==> config.mk <==
export PLATFORM = sky130hd
export DESIGN_NAME = pwm_ramp_ctrl
export DESIGN_NICKNAME = d
export VERILOG_FILES = /design/src/rtl/pwm_pkg.sv /design/src/rtl/pwm_step_div.sv /design/src/rtl/pwm_ramp_ctrl.sv
export SDC_FILE = /design/constraint.sdc
export NUM_CORES = 1
export LEC_CHECK = 0
export BUFFER_PORTS_ARGS = -buffer_cell sky130_fd_sc_hd__buf_4
export CAP_MARGIN = 20
export CORE_UTILIZATION = 60
export DETAILED_ROUTE_END_ITERATION = 10
export MAX_ROUTING_LAYER = met4
export PLACE_DENSITY = 0.93
export SYNTH_ARGS = -nofsm -noshare
export SYNTH_HDL_FRONTEND = slang
export SYNTH_SLANG_ARGS = --single-unit
export TNS_END_PERCENT = 50
==> constraint.sdc <==
create_clock -name clk_psc_i -period 5.53 [get_ports clk_psc_i]
set_input_delay 0.553 -clock clk_psc_i [delete_from_list [all_inputs] [get_ports clk_psc_i]]
set_output_delay 0.553 -clock clk_psc_i [all_outputs]
set_load 0.03 [all_outputs]
==> src/rtl/pwm_pkg.sv <==
// Shared PWM definitions: ramp sequencer state encoding, also reused by the
// core's status logic.
package pwm_pkg;

   localparam int PWM_RAMP_STATE_W = 2;

   typedef enum logic [PWM_RAMP_STATE_W-1:0] {
      PWM_RAMP_IDLE = 2'd0,
      PWM_RAMP_RAMP = 2'd1,
      PWM_RAMP_RUN  = 2'd2,
      PWM_RAMP_STOP = 2'd3
   } pwm_ramp_state_e;

endpackage

==> src/rtl/pwm_step_div.sv <==
// Overflow divider: emits a step pulse on every max(div_i,1)-th counter
// overflow so the ramp advances at a programmable rate.
module pwm_step_div #(
   parameter int DIV_W = 8
) (
   input  logic             clk_psc_i,
   input  logic             rst_n_i,
   input  logic             overflow_i,
   input  logic             clr_i,
   input  logic [DIV_W-1:0] div_i,
   output logic             step_o
);

   logic [DIV_W-1:0] count_q;
   logic [DIV_W-1:0] last_count;

   // Using >= lets a shrinking div_i fire at the very next overflow.
   assign last_count = (div_i == '0) ? '0 : div_i - 1'b1;
   assign step_o     = overflow_i & (count_q >= last_count);

   always_ff @(posedge clk_psc_i or negedge rst_n_i) begin
      if (!rst_n_i) begin
         count_q <= '0;
      end else if (clr_i || step_o) begin
         count_q <= '0;
      end else if (overflow_i) begin
         count_q <= count_q + 1'b1;
      end
   end

endmodule

==> src/rtl/pwm_ramp_ctrl.sv <==
// Soft-start/soft-stop sequencer: walks the channel compare-end value toward
// its goal in rate-limited, saturating steps and gates the counter enable.
module pwm_ramp_ctrl
   import pwm_pkg::*;
#(
   parameter int WIDTH = 16,
   parameter int DIV_W = 8
) (
   input  logic             clk_psc_i,
   input  logic             rst_n_i,
   input  logic             start_i,
   input  logic             stop_i,
   input  logic             fault_i,
   input  logic             overflow_i,
   input  logic [WIDTH-1:0] target_i,
   input  logic [WIDTH-1:0] step_i,
   input  logic [DIV_W-1:0] div_i,
   output logic             cnt_en_o,
   output logic [WIDTH-1:0] cmp_end_o,
   output logic             busy_o,
   output logic             done_o,
   output logic             fault_o,
   output logic [1:0]       state_o
);

   pwm_ramp_state_e  state_q, nxt_state;
   logic [WIDTH-1:0] cmp_q, nxt_cmp, goal, stepped;
   logic             cnt_en_q, nxt_cnt_en;
   logic             busy_q, done_q, nxt_done;
   logic             fault_q, nxt_fault;
   logic             step_ev, div_clr;

   // One extra bit keeps the sum/difference from wrapping before the clamp.
   function automatic logic [WIDTH-1:0] step_toward(input logic [WIDTH-1:0] cur,
                                                    input logic [WIDTH-1:0] tgt,
                                                    input logic [WIDTH-1:0] inc);
      logic [WIDTH:0] sum;
      logic [WIDTH:0] diff;
      sum  = {1'b0, cur} + {1'b0, inc};
      diff = {1'b0, cur} - {1'b0, inc};
      step_toward = tgt;
      if (inc != '0) begin
         if (cur < tgt && sum < {1'b0, tgt}) begin
            step_toward = sum[WIDTH-1:0];
         end else if (cur > tgt && !diff[WIDTH] && diff[WIDTH-1:0] > tgt) begin
            step_toward = diff[WIDTH-1:0];
         end
      end
   endfunction

   assign goal    = (state_q == PWM_RAMP_STOP) ? '0 : target_i;
   assign stepped = step_toward(cmp_q, goal, step_i);
   assign div_clr = fault_i | (nxt_state != state_q);

   pwm_step_div #(.DIV_W(DIV_W)) u_step_div (
      .clk_psc_i  (clk_psc_i),
      .rst_n_i    (rst_n_i),
      .overflow_i (overflow_i & cnt_en_q),
      .clr_i      (div_clr),
      .div_i      (div_i),
      .step_o     (step_ev)
   );

   always_comb begin
      nxt_state  = state_q;
      nxt_cmp    = cmp_q;
      nxt_cnt_en = cnt_en_q;
      nxt_done   = 1'b0;
      nxt_fault  = fault_q;
      if (fault_i) begin
         nxt_state  = PWM_RAMP_IDLE;
         nxt_cmp    = '0;
         nxt_cnt_en = 1'b0;
         nxt_fault  = 1'b1;
      end else begin
         case (state_q)
            PWM_RAMP_IDLE: begin
               if (start_i && !stop_i) begin
                  nxt_state  = PWM_RAMP_RAMP;
                  nxt_cnt_en = 1'b1;
                  nxt_fault  = 1'b0;
               end
            end
            PWM_RAMP_RAMP: begin
               if (stop_i) begin
                  nxt_state = PWM_RAMP_STOP;
               end else if (step_ev) begin
                  nxt_cmp = stepped;
                  if (stepped == goal) begin
                     nxt_state = PWM_RAMP_RUN;
                     nxt_done  = 1'b1;
                  end
               end
            end
            PWM_RAMP_RUN: begin
               if (stop_i) begin
                  nxt_state = PWM_RAMP_STOP;
               end else if (target_i != cmp_q) begin
                  nxt_state = PWM_RAMP_RAMP;
               end
            end
            PWM_RAMP_STOP: begin
               // Disable only once a full period has already run at zero duty.
               if (start_i && !stop_i) begin
                  nxt_state = PWM_RAMP_RAMP;
               end else if (step_ev) begin
                  if (cmp_q == '0) begin
                     nxt_state  = PWM_RAMP_IDLE;
                     nxt_cnt_en = 1'b0;
                     nxt_done   = 1'b1;
                  end else begin
                     nxt_cmp = stepped;
                  end
               end
            end
         endcase
      end
   end

   always_ff @(posedge clk_psc_i or negedge rst_n_i) begin
      if (!rst_n_i) begin
         state_q  <= PWM_RAMP_IDLE;
         cmp_q    <= '0;
         cnt_en_q <= 1'b0;
         busy_q   <= 1'b0;
         done_q   <= 1'b0;
         fault_q  <= 1'b0;
      end else begin
         state_q  <= nxt_state;
         cmp_q    <= nxt_cmp;
         cnt_en_q <= nxt_cnt_en;
         busy_q   <= (nxt_state == PWM_RAMP_RAMP) || (nxt_state == PWM_RAMP_STOP);
         done_q   <= nxt_done;
         fault_q  <= nxt_fault;
      end
   end

   assign cnt_en_o  = cnt_en_q;
   assign cmp_end_o = cmp_q;
   assign busy_o    = busy_q;
   assign done_o    = done_q;
   assign fault_o   = fault_q;
   assign state_o   = state_q;

endmodule

# [After elaboration in Yosys (flattened, before gate mapping)]
# Index checks and enable logic that the tools add are counted.
[totals] inputBits=46 register_bits=30 elab_cells=96
[classes] n_eq_ne=15 n_lt_le_gt_ge=5 bitwise_logic=3 n_reduce_logical=20 n_addsub=4 mux=42
[ops] operator="two-way mux 16 bit" n=10
[ops] operator="greater-than comparator 16 bit" n=2
[ops] operator="one-hot mux 16 bit (2 select lines)" n=1
[ops] operator="two-way mux 8 bit" n=3
[ops] operator="two-way mux 2 bit" n=10
[ops] operator="adder 16 x 16 -> 17 bit" n=1
[ops] operator="less-than comparator 17 x 16 -> 1 bit" n=1
[ops] operator="subtractor 16 x 16 -> 17 bit" n=1
[ops] operator="== test 16 bit" n=1
[ops] operator="zero test 16 bit" n=1
[ops] operator="less-than comparator 16 bit" n=1
[ops] operator="!= test 16 bit" n=1
[ops] operator="nonzero test 16 bit" n=1
[ops] operator="two-way mux 1 bit" n=15
[ops] operator="!= test 3 bit, second input constant" n=4
[ops] operator="!= test 3 x 2 -> 1 bit, second input constant" n=3
[ops] operator="adder 8 x 1 -> 8 bit, second input constant" n=1
[ops] operator=">= comparator 8 bit" n=1
[ops] operator="zero test 8 bit" n=1
[ops] operator="one-hot mux 2 bit (4 select lines)" n=1
[ops] operator="subtractor 8 x 1 -> 8 bit, second input constant" n=1
[ops] operator="== test 2 bit, second input constant" n=3
[ops] operator="AND reduction 6 bit" n=1
[ops] operator="nonzero test 2 bit" n=3
[ops] operator="12 further kinds" n=21

# [Depth between registers and ports, before layout]
# Gate-level depths: netlist of the first run.
[logic_depth] ltp_word=18 ltp_mapped=22 mapped_depth_nobuf=20

# [By module]
# Synthesis of the first run repeated with hierarchy kept, for this count alone.
[hier_totals] hier_cells=753 hier_area_um2=5826.8
[by_module_without_submodules] module="pwm_ramp_ctrl" instances=1 area_per_inst_um2=5072.4 cells_each=664
[by_module_without_submodules] module="pwm_step_div" instances=1 area_per_inst_um2=754.5 cells_each=89

# [Worst setup path before layout of the first run]
# Ideal clock, no wire load.
[synth_timing] path_kind="reg2reg" startpoint="register cmp_q[0] (netlist: cmp_end_o[0])" endpoint="register state_q[1] (netlist: state_o[1])" required_time_ps=5443 path_slack_ps=240 n_path_buf=1 stages_incl_launch_ff=21 t_arrival_ps=5204 setup_time_ps=87 cell_sequence="dfrtp_1 > inv_1 > ha_1 > fa_1 > nor2b_1 > o221a_2 > a21oi_1 > o311ai_0 > xnor2_1 > ha_1 > nand4_1 > or4_1 > o2bb2a_2 > o41a_1 > and3_1 > clkbuf_1 > a22o_1 > a22o_1 > o31ai_1 > or4b_1 > a211oi_2"
[synth_via] elab_chain_len=13 elab_cells_between_ends=26 classes_between="add/sub (2); order compare (4); eq/ne (2); mux (13); reduce/logical (5)"
[synth_rtl] element="start: declaration" line_no="pwm_ramp_ctrl.sv:27" text="logic [WIDTH-1:0] cmp_q, nxt_cmp, goal, stepped;"
[synth_rtl] element="start signal: assignment" line_no="pwm_ramp_ctrl.sv:130" text="cmp_q <= nxt_cmp;"
[synth_rtl] element="parallel branches: the longest is 11 deep, another holds subtractor 16 x 16 -> 17 bit"
[synth_rtl] element="one-hot mux 2 bit (4 select lines) (*)" line_no="pwm_ramp_ctrl.sv:76" text="case (state_q)"
[synth_rtl] element="two-way mux 2 bit (*)" line_no="pwm_ramp_ctrl.sv:70" text="if (fault_i) begin"
[synth_rtl] element="named net nxt_state[1]" line_no="pwm_ramp_ctrl.sv:26" text="pwm_ramp_state_e state_q, nxt_state;"
[synth_rtl] element="end signal: assignment" line_no="pwm_ramp_ctrl.sv:129" text="state_q <= nxt_state;"
[synth_rtl] element="end: declaration" line_no="pwm_ramp_ctrl.sv:26"
# Mark *: on every way through the listed nets, which the timed path passes.
# A chain may end at the register's enable or synchronous reset.

# [Final worst setup path of the first run]
# Same ends and word-level chain as after synthesis.

==> results of run 1 <==
## state kept, by name (all words and copies together) (netlist names)
signal / flops
cmp_end_o: 16
u_step_div.count_q: 8
busy_o: 1
cnt_en_o: 1
done_o: 1
fault_o: 1
state_o: 1
## per-layer routing
metal | global-route usage [%] | share of wire, %
met4 | 23.1 | 6.5
met1 | 57.7 | 39
met2 | 70.9 | 43
met3 | 9.50 | 12
met5 | - | 0
## critical path, delay by kind of cell (launching register included)
family / cells / cell delay [ns]
AOI/OAI and AO/OA: 7 / 1.38
adders and majority gates: 3 / 0.95
DFF: 1 / 0.41
and+or+nand+nor: 7 / 1.85
buffers and inverters: 4 / 0.49
xor gates and xnor gates: 1 / 0.19
## through the flow
stage	TNS, ns	setup slack (ns)	hold slack, ns	instance area, sq um	util (%)
after CTS	0	0.0254	0.198	7000	74.7
final	0	0.192	0.174	7050	75.2
after detailed placement	-0.0412	-0.0412	0.516	6920	73.8
after floorplan	0	0.240	0.257	5860	-
after global placement	0	0.0789	0.495	6920	73.8
after global routing	-0.0553	-0.0553	0.212	7050	75.2
## power by group
part           total [mW]  internal [mW]  leakage, nW  switching, mW
registers           0.220          0.214        0.396        0.00551
clock network       0.201         0.0878       0.0450          0.113
logic               0.375          0.154         3.02          0.221
total               0.796          0.457         3.47          0.340
## path summary, 6_finish.rpt
path | cells past startpoint | to | from
hold reg to reg | 2 | fault_o | fault_o
hold / removal | 1 | u_step_div.count_q[0] | rst_n_i
max in group asynchronous | 1 | cmp_end_o[0] | rst_n_i
setup / recovery | 22 | state_o[1] | cmp_end_o[0]
min in group clk_psc_i | 2 | fault_o | fault_o
setup reg to reg | 22 | state_o[1] | cmp_end_o[0]
## logic make-up (layout without fill, tap and decap cells)
group | after synthesis | after routing | synth area share, %
compound gates | 235 | 235 | 29.0
xor+xnor | 47 | 47 | 7.58
fa+ha+maj | 91 | 91 | 19.7
buf+inv | 85 | 200 | 5.87
flops | 29 | 29 | 12.4
mux | 4 | 4 | 0.704
simple gates | 290 | 290 | 24.8
## cells in the final DEF (no fill, tap or decap), types with 16 or more instances in the layout
master   Yosys  layout
nand3_1     21      20
o21ai_0     23      23
ha_1        89      88
xor2_1      28      28
nor3_1      19      19
nor2_1      75      75
nand4_1     16      16
inv_1       51      51
nand2_1     67      67
a21oi_1     57      57
dfrtp_1     29      27
xnor2_1     17      16
nor4_1      16      16
buf_4        2     141
## timing repair
item	4_1_cts	5_1_grt
endpoints found under the setup margin	0	4
gates resized for setup	0	9
setup buffers	0	2
hold buffers	0	0
## cell type report
cell class / count / area share, %
Multi-Input combinational cell: 667 / 68.5
Timing Repair Buffer: 141 / 15.0
Sequential cell: 29 / 10.3
Inverter: 51 / 2.72
Tap cell: 129 / 2.29
Clock buffer: 6 / 1.03
Clock inverter: 2 / 0.142
==> qor.yml, run 1 <==
run_status:
  outcome: "completed"
power_and_ir_drop:
  p_per_area_nw_per_um2: 113
  p_leak_nw: 3.47
  p_total_mw: 0.796
  max-vdd-ir-drop_mv: 0.0891
routing:
  dr.pass1.iters: 5
  route.detailed.drc: 0
  ant_nets: 0
  drt-initial-drc-count: 835
  via_per_inst: 6.87
  vias: 7041
  wirelength_microns: 22600
  wl_per_cell_microns: 22.1
synth:
  synth-seq-cells: 29
  seq_area_frac_synth_pct: 12.4
  synth_cells: 781
  synth_edf_count: 0
  ys_top_cells_by_area: "ha_1, dfrtp_1, a21oi_1"
  synth_most_common_cell: "ha_1"
  synth_cell_types: 79
  synth_flop_cell: "dfrtp_1"
  synth_top_cell_by_area: "ha_1"
  syn_area_sq_um: 5860
  synth_top_area_share_pct: 19.0
  ys_top_cells_by_count: "ha_1, nor2_1, nand2_1, a21oi_1, inv_1"
  synth_fp_nets: 918
  ys_async_sr_fraction_pct: 100
  yosysWarnings: 0
  post_synth.cell_area_avg_sq_um: 7.51
worst_setup_path:
  end_kind: "register"
  crit_type: "reg2reg"
  critPathLaunchType: "register"
  cp_cell_sequence: "inv_1 > ha_1 > fa_1 > nor2b_2 > o221a_2 > buf_4 > a211oi_1 > o21bai_1 > xnor2_2 > inv_1 > ha_1 > nand4_1 > or4_1 > o2bb2a_2 > o41a_1 > and3_1 > buf_4 > a22oi_1 > or3_1 > nand3_1 > or4b_1 > a211oi_2"
  slowest_stage: "or4_1"
  r2r_slack_ns: 0.19
  critPathMaxFanout: 4
  max_stage_delay_ns: 0.55
  arrival_ns: 5.56
  required_ns: 5.75
layout:
  diodes: 0
  area.growth.synth_to_final_pct: 20.2
  drive_gt1_share_pct: 19.0
  multi_input_area_sq_um: 4820
  instances_no_fill: 1025
  final_nets: 1032
  fillers: 763
  seq_area_sq_um: 728
sta:
  slew_violations: 0
  finalClockSkew_ns: 0.0164
  final-hold-violation-count: 0
  relSlewSlack_pct: 44.8
  min_period_ns: 5.34
  max_freq_ghz: 0.187
  setup_viol: 0
  fin_crit_sh_pct: 96.5
  worst_pin_slew_ns: 0.826
global_route:
  grt_use_total_pct: 46.2
  antenna_found_initial: 0
  grt_pass1_vias: 6562
  grt_overflow: 0
  grt_max_degree: 30
  grt_pass1_wl_microns: 34800
clocking:
  cts_buffer_depth: 2
  clk_latency_ns: 0.31
  cts_htree_levels: 2
  cts_root_buffer: "clkbuf_8"
  path_clk_slew_ns: 0.09
  cts-buffers-inserted: 5
  cts.sinks: 29
  cts_tree: "yes"
floorplan:
  rows: 35
  pin_count: 68
  core_area_sq_um: 9370
  dieWidth_microns: 101
  dieArea_sq_um: 10200
  die_h_microns: 101
  initial_core_util_pct: 62.6
flow_run:
  cap_violations: 0
placed_design:
  hpwlAfterDp_microns: 17800
  routabilityCongestion: 1.11
  portBuffers: 67
  dp_cells: 1015
hold_path:
  hold_path_class: "in2async"
Power figures use the tool's default switching activity.
==> inputs of run 2 (changes only) <==
--- a/config.mk
+++ b/config.mk
@@ -7,10 +7,10 @@
 export LEC_CHECK = 0
 export BUFFER_PORTS_ARGS = -buffer_cell sky130_fd_sc_hd__buf_4
 export CAP_MARGIN = 20
-export CORE_UTILIZATION = 60
+export CORE_UTILIZATION = 55
 export DETAILED_ROUTE_END_ITERATION = 10
 export MAX_ROUTING_LAYER = met4
-export PLACE_DENSITY = 0.93
+export PLACE_DENSITY = 0.87
 export SYNTH_ARGS = -nofsm -noshare
 export SYNTH_HDL_FRONTEND = slang
 export SYNTH_SLANG_ARGS = --single-unit
==> qor.yml, run 2 (synthesis gave the netlist of run 1 again) <==
run_status:
  outcome: "completed"
layout:
  final_cell_mix: "buf_4, ha_1, nor2_1"
  area.growth.synth_to_final_pct: 20.6
  final_nets: 1030
  final_util_pct: 68.5
  final_common_cell: "buf_4"
  largest_reg_flops: 16
  diodes: 0
  drive_gt1_share_pct: 18.3
  post-route-cell-area_sq_um: 7070
worst_setup_path:
  worstReg2RegEnd: "state_o[1]"
  required_ns: 5.76
  crit_type: "reg2reg"
  arrival_ns: 5.51
  end_kind: "register"
  r2r_cells: 19
  critPathMaxFanout: 5
  critPathLaunchType: "register"
  r2r_slack_ns: 0.25
  crit_end: "state_o[1]"
  r2r_start: "cmp_end_o[6]"
  worstSetupStartpoint: "cmp_end_o[6]"
routing:
  route.detailed.drc: 0
  ant_nets: 0
  drt-initial-drc-count: 803
  via_per_inst: 6.76
  dr.pass1.iters: 6
  vias: 6966
  wl_per_cell_microns: 21.0
  wirelength_microns: 21600
global_route:
  grt_pass1_wl_microns: 33600
  grt_pass1_vias: 6263
  antenna_found_initial: 0
  grt_use_total_pct: 40.0
  grt_overflow: 0
  grt_max_degree: 30
floorplan:
  core_area_sq_um: 10300
  rows: 37
  initial_core_util_pct: 56.8
  pin_count: 68
  die_h_microns: 105
  dieArea_sq_um: 11100
  dieWidth_microns: 105
sta:
  min_period_ns: 5.28
  relSlewSlack_pct: 51.3
  rsz0062_at_grt: "no"
  slew_violations: 0
  setup_viol: 0
  max_freq_ghz: 0.189
  worst_pin_slew_ns: 0.725
  fin_crit_sh_pct: 95.5
  final-hold-violation-count: 0
  finalClockSkew_ns: 0.0102
clocking:
  cts_htree_levels: 2
  cts_root_buffer: "clkbuf_8"
  hold_buffers: 0
  cts_buffer_depth: 2
  postCtsSetupRepairBufs: 0
  cts-buffers-inserted: 5
  cts_tree: "yes"
  cts.sinks: 29
  clk_latency_ns: 0.31
  path_clk_slew_ns: 0.09
  ctsResizeCount: 0
power_and_ir_drop:
  p_per_area_nw_per_um2: 124
  p_leak_nw: 3.48
  max-vdd-ir-drop_mv: 0.0832
placed_design:
  routabilityCongestion: 1.06
  portBuffers: 67
  dpl_cell_area_sq_um: 6920
  hpwlAfterDp_microns: 17200
hold_path:
  hold_path_class: "in2async"
flow_run:
  cap_violations: 0
-- run 2: worst min path at each step --
| stage | end | slack (ns) | depth (start not counted) |
|---|---|---|---|
| 3_3_place_gp | fault_o | 0.49 | 2 |
| 4_1_cts | cnt_en_o | 0.19 | 1 |
| 3_5_place_dp | u_step_div.count_q[4] | 0.52 | 1 |
| 5_1_grt | cnt_en_o | 0.22 | 1 |
| 6_report | cnt_en_o | 0.18 | 1 |
| 2_1_floorplan | busy_o | 0.26 | 0 |
-- run 2: metal layers --
layer / part of all wire (%) / wire length (microns) / vias to the layer above / global-route usage [%]
li1: - / - / 3177 / -
met1: 42 / 9050 / 3229 / 53.6
met2: 43 / 9390 / 472 / 61.9
met3: 9.4 / 2030 / 88 / 2.78
met4: 5.3 / 1140 / 0 / 18.1
met5: 0 / 0 / - / -
-- run 2: worst max-delay path, cell delays in order, from the launching register on --
cell,delay [ns]
dfrtp_1,0.39
ha_1,0.32
a21oi_1,0.34
nand2_1,0.12
o211a_1,0.34
or4_1,0.53
o211a_1,0.14
inv_1,0.06
ha_1,0.16
nand4_1,0.24
or4_1,0.61
o2bb2a_2,0.27
o41a_1,0.14
and3_1,0.22
buf_4,0.15
a22oi_1,0.22
or3_1,0.15
nand3_1,0.09
or4b_1,0.53
a211oi_2,0.18
-- run 2: final cells by class --
cell class / count / area (sq um)
Fill cell: 908 / 3250
Sequential cell: 29 / 727
Multi-Input combinational cell: 667 / 4800
Timing Repair Buffer: 139 / 1040
Tap cell: 136 / 170
Clock inverter: 3 / 65.1
Clock buffer: 5 / 68.8
Inverter: 51 / 191
-- run 2: through the flow --
| stage | TNS [ns] | worst slack, ns | power (mW) | hold slack [ns] | instances |
|---|---|---|---|---|---|
| 2_1_floorplan | 0 | 0.240 | 0.435 | 0.257 | 781 |
| 3_3_place_gp | 0 | 0.178 | 0.570 | 0.489 | 1022 |
| 3_5_place_dp | -0.0101 | -0.0101 | 0.572 | 0.520 | 1022 |
| 4_1_cts | 0 | 0.195 | 0.864 | 0.189 | 1030 |
| 5_1_grt | 0 | 0.0101 | 0.909 | 0.224 | 1030 |
| 6_report | 0 | 0.251 | 0.878 | 0.184 | 1030 |
-- run 2: report_power, final --
part	leakage, nW	internal, mW	switching [mW]
clock network	0.0681	0.179	0.115
logic	3.01	0.149	0.215
registers	0.398	0.214	0.00531
total	3.48	0.543	0.335
==> inputs of run 3 (changes only) <==
--- a/config.mk
+++ b/config.mk
@@ -5,7 +5,7 @@
 export SDC_FILE = /design/constraint.sdc
 export NUM_CORES = 1
 export LEC_CHECK = 0
-export BUFFER_PORTS_ARGS = -buffer_cell sky130_fd_sc_hd__buf_4
+export BUFFER_PORTS_ARGS = -buffer_cell sky130_fd_sc_hd__buf_2
 export CAP_MARGIN = 20
 export CORE_UTILIZATION = 55
 export DETAILED_ROUTE_END_ITERATION = 10
==> qor.yml, run 3 (synthesis gave the netlist of run 1 again) <==
run_status:
  outcome: "completed"
flow_run:
  cap_violations: 0
power_and_ir_drop:
  p_leak_nw: 3.34
  p_per_area_nw_per_um2: 113
  max-vdd-ir-drop_mv: 0.0999
routing:
  route.detailed.drc: 0
  via_per_inst: 6.77
  wl_per_cell_microns: 20.9
  vias: 6875
  wirelength_microns: 21200
  ant_nets: 0
  drt-initial-drc-count: 822
  dr.pass1.iters: 6
layout:
  largest_reg_flops: 16
  instances_no_fill: 1015
  final_nets: 1015
  diodes: 0
  fillers: 939
  final_cell_mix: "ha_1, nor2_1, nand2_1, buf_2, buf_4"
  area.growth.synth_to_final_pct: 15.1
  final_common_cell: "ha_1"
  drive_gt1_share_pct: 17.1
worst_setup_path:
  worstReg2RegEnd: "state_o[1]"
  required_ns: 5.76
  crit_type: "reg2reg"
  r2r_cells: 21
  critPathMaxFanout: 6
  r2r_slack_ns: 0.18
  critPathLaunchType: "register"
  arrival_ns: 5.58
  end_kind: "register"
  r2r_start: "cmp_end_o[0]"
floorplan:
  pin_count: 68
  rows: 37
  die_h_microns: 105
  dieWidth_microns: 105
  initial_core_util_pct: 56.8
  dieArea_sq_um: 11100
  core_area_sq_um: 10300
placed_design:
  dp_slack_ns: -0.0138
  dp_cells: 1007
  hpwlAfterDp_microns: 17000
  routabilityCongestion: 1.04
  portBuffers: 67
clocking:
  postCtsSetupRepairBufs: 0
  hold_buffers: 0
  cts-buffers-inserted: 5
  cts_root_buffer: "clkbuf_8"
  cts_buffer_depth: 2
  cts.sinks: 29
  cts_htree_levels: 2
  cts_tree: "yes"
  clk_latency_ns: 0.32
  path_clk_slew_ns: 0.08
  ctsResizeCount: 0
sta:
  setup_viol: 0
  timing.final.ws_setup_ns: 0.176
  worst_pin_slew_ns: 0.753
  finalClockSkew_ns: 0.0167
  final-hold-violation-count: 0
  fin_setup_tns_ns: 0
  relSlewSlack_pct: 49.0
  slew_violations: 0
  min_period_ns: 5.35
  rsz0062_at_grt: "no"
  max_freq_ghz: 0.187
  fin_crit_sh_pct: 96.8
global_route:
  grt_pass1_wl_microns: 33300
  antenna_found_initial: 0
  grt_overflow: 0
  grt_max_degree: 30
  grt_pass1_vias: 6256
  grt_use_total_pct: 39.8
hold_path:
  hold_path_class: "in2async"
run 3: area by class of cell:
class | count | area (sq um) | area share [%]
tap | 136 | 170 | 2.52
timing repair buffer | 124 | 763 | 11.3
multi-input combinational | 667 | 4810 | 71.3
clock buffer | 5 | 68.8 | 1.02
sequential | 29 | 727 | 10.8
inverter | 51 | 191 | 2.84
clock inverter | 3 | 17.5 | 0.260
run 3: per-stage QoR:
stage | util, % | area [sq um] | hold slack (ns) | total power, mW
floorplan | - | 5860 | 0.257 | 0.435
global placement | 64.4 | 6640 | 0.487 | 0.549
detailed placement | 64.4 | 6640 | 0.497 | 0.554
CTS | 65.2 | 6730 | 0.318 | 0.749
global route | 65.4 | 6750 | 0.345 | 0.798
finish | 65.4 | 6750 | 0.312 | 0.762
run 3: per-layer routing:
layer / vias to the layer above / global-route usage (%) / share of wire, %
li1: 3154 / - / -
met1: 3174 / 51.3 / 40
met2: 469 / 63.1 / 45
met3: 78 / 5.01 / 10
met4: 0 / 15.9 / 5.1
met5: - / - / 0
run 3: power by group:
part           total, mW  internal, mW  switching [mW]  leakage (nW)
combinational      0.347         0.133           0.213          2.90
clock              0.196        0.0870           0.109        0.0439
sequential         0.219         0.214         0.00495         0.398
run 3: critical path, cell delays in order, from the launching register on:
cell and delay (ns):
dfrtp_1 0.40, inv_1 0.11, ha_1 0.21, fa_1 0.41, nor2b_1 0.17, o221a_2 0.25
buf_4 0.14, a211oi_1 0.06, o21bai_1 0.17, xnor2_1 0.22, inv_1 0.11, ha_1 0.31
nand4_1 0.12, or4_1 0.56, o2bb2a_2 0.28, o41a_1 0.14, and3_1 0.26, a22o_1 0.26
a22o_1 0.17, o31ai_1 0.25, or4b_1 0.49, a211oi_2 0.19
run 3: worst max-delay path by stage:
stage / slack (ns) / cells past startpoint / startpoint / endpoint
floorplan: 0.24 / 20 / cmp_end_o[0] / state_o[1]
global placement: 0.06 / 21 / step_i[0] / state_o[1]
detailed placement: -0.01 / 19 / step_i[0] / state_o[1]
CTS: 0.07 / 21 / cmp_end_o[0] / busy_o
global route: 0.0009 / 21 / cmp_end_o[0] / state_o[1]
finish: 0.18 / 21 / cmp_end_o[0] / state_o[1]
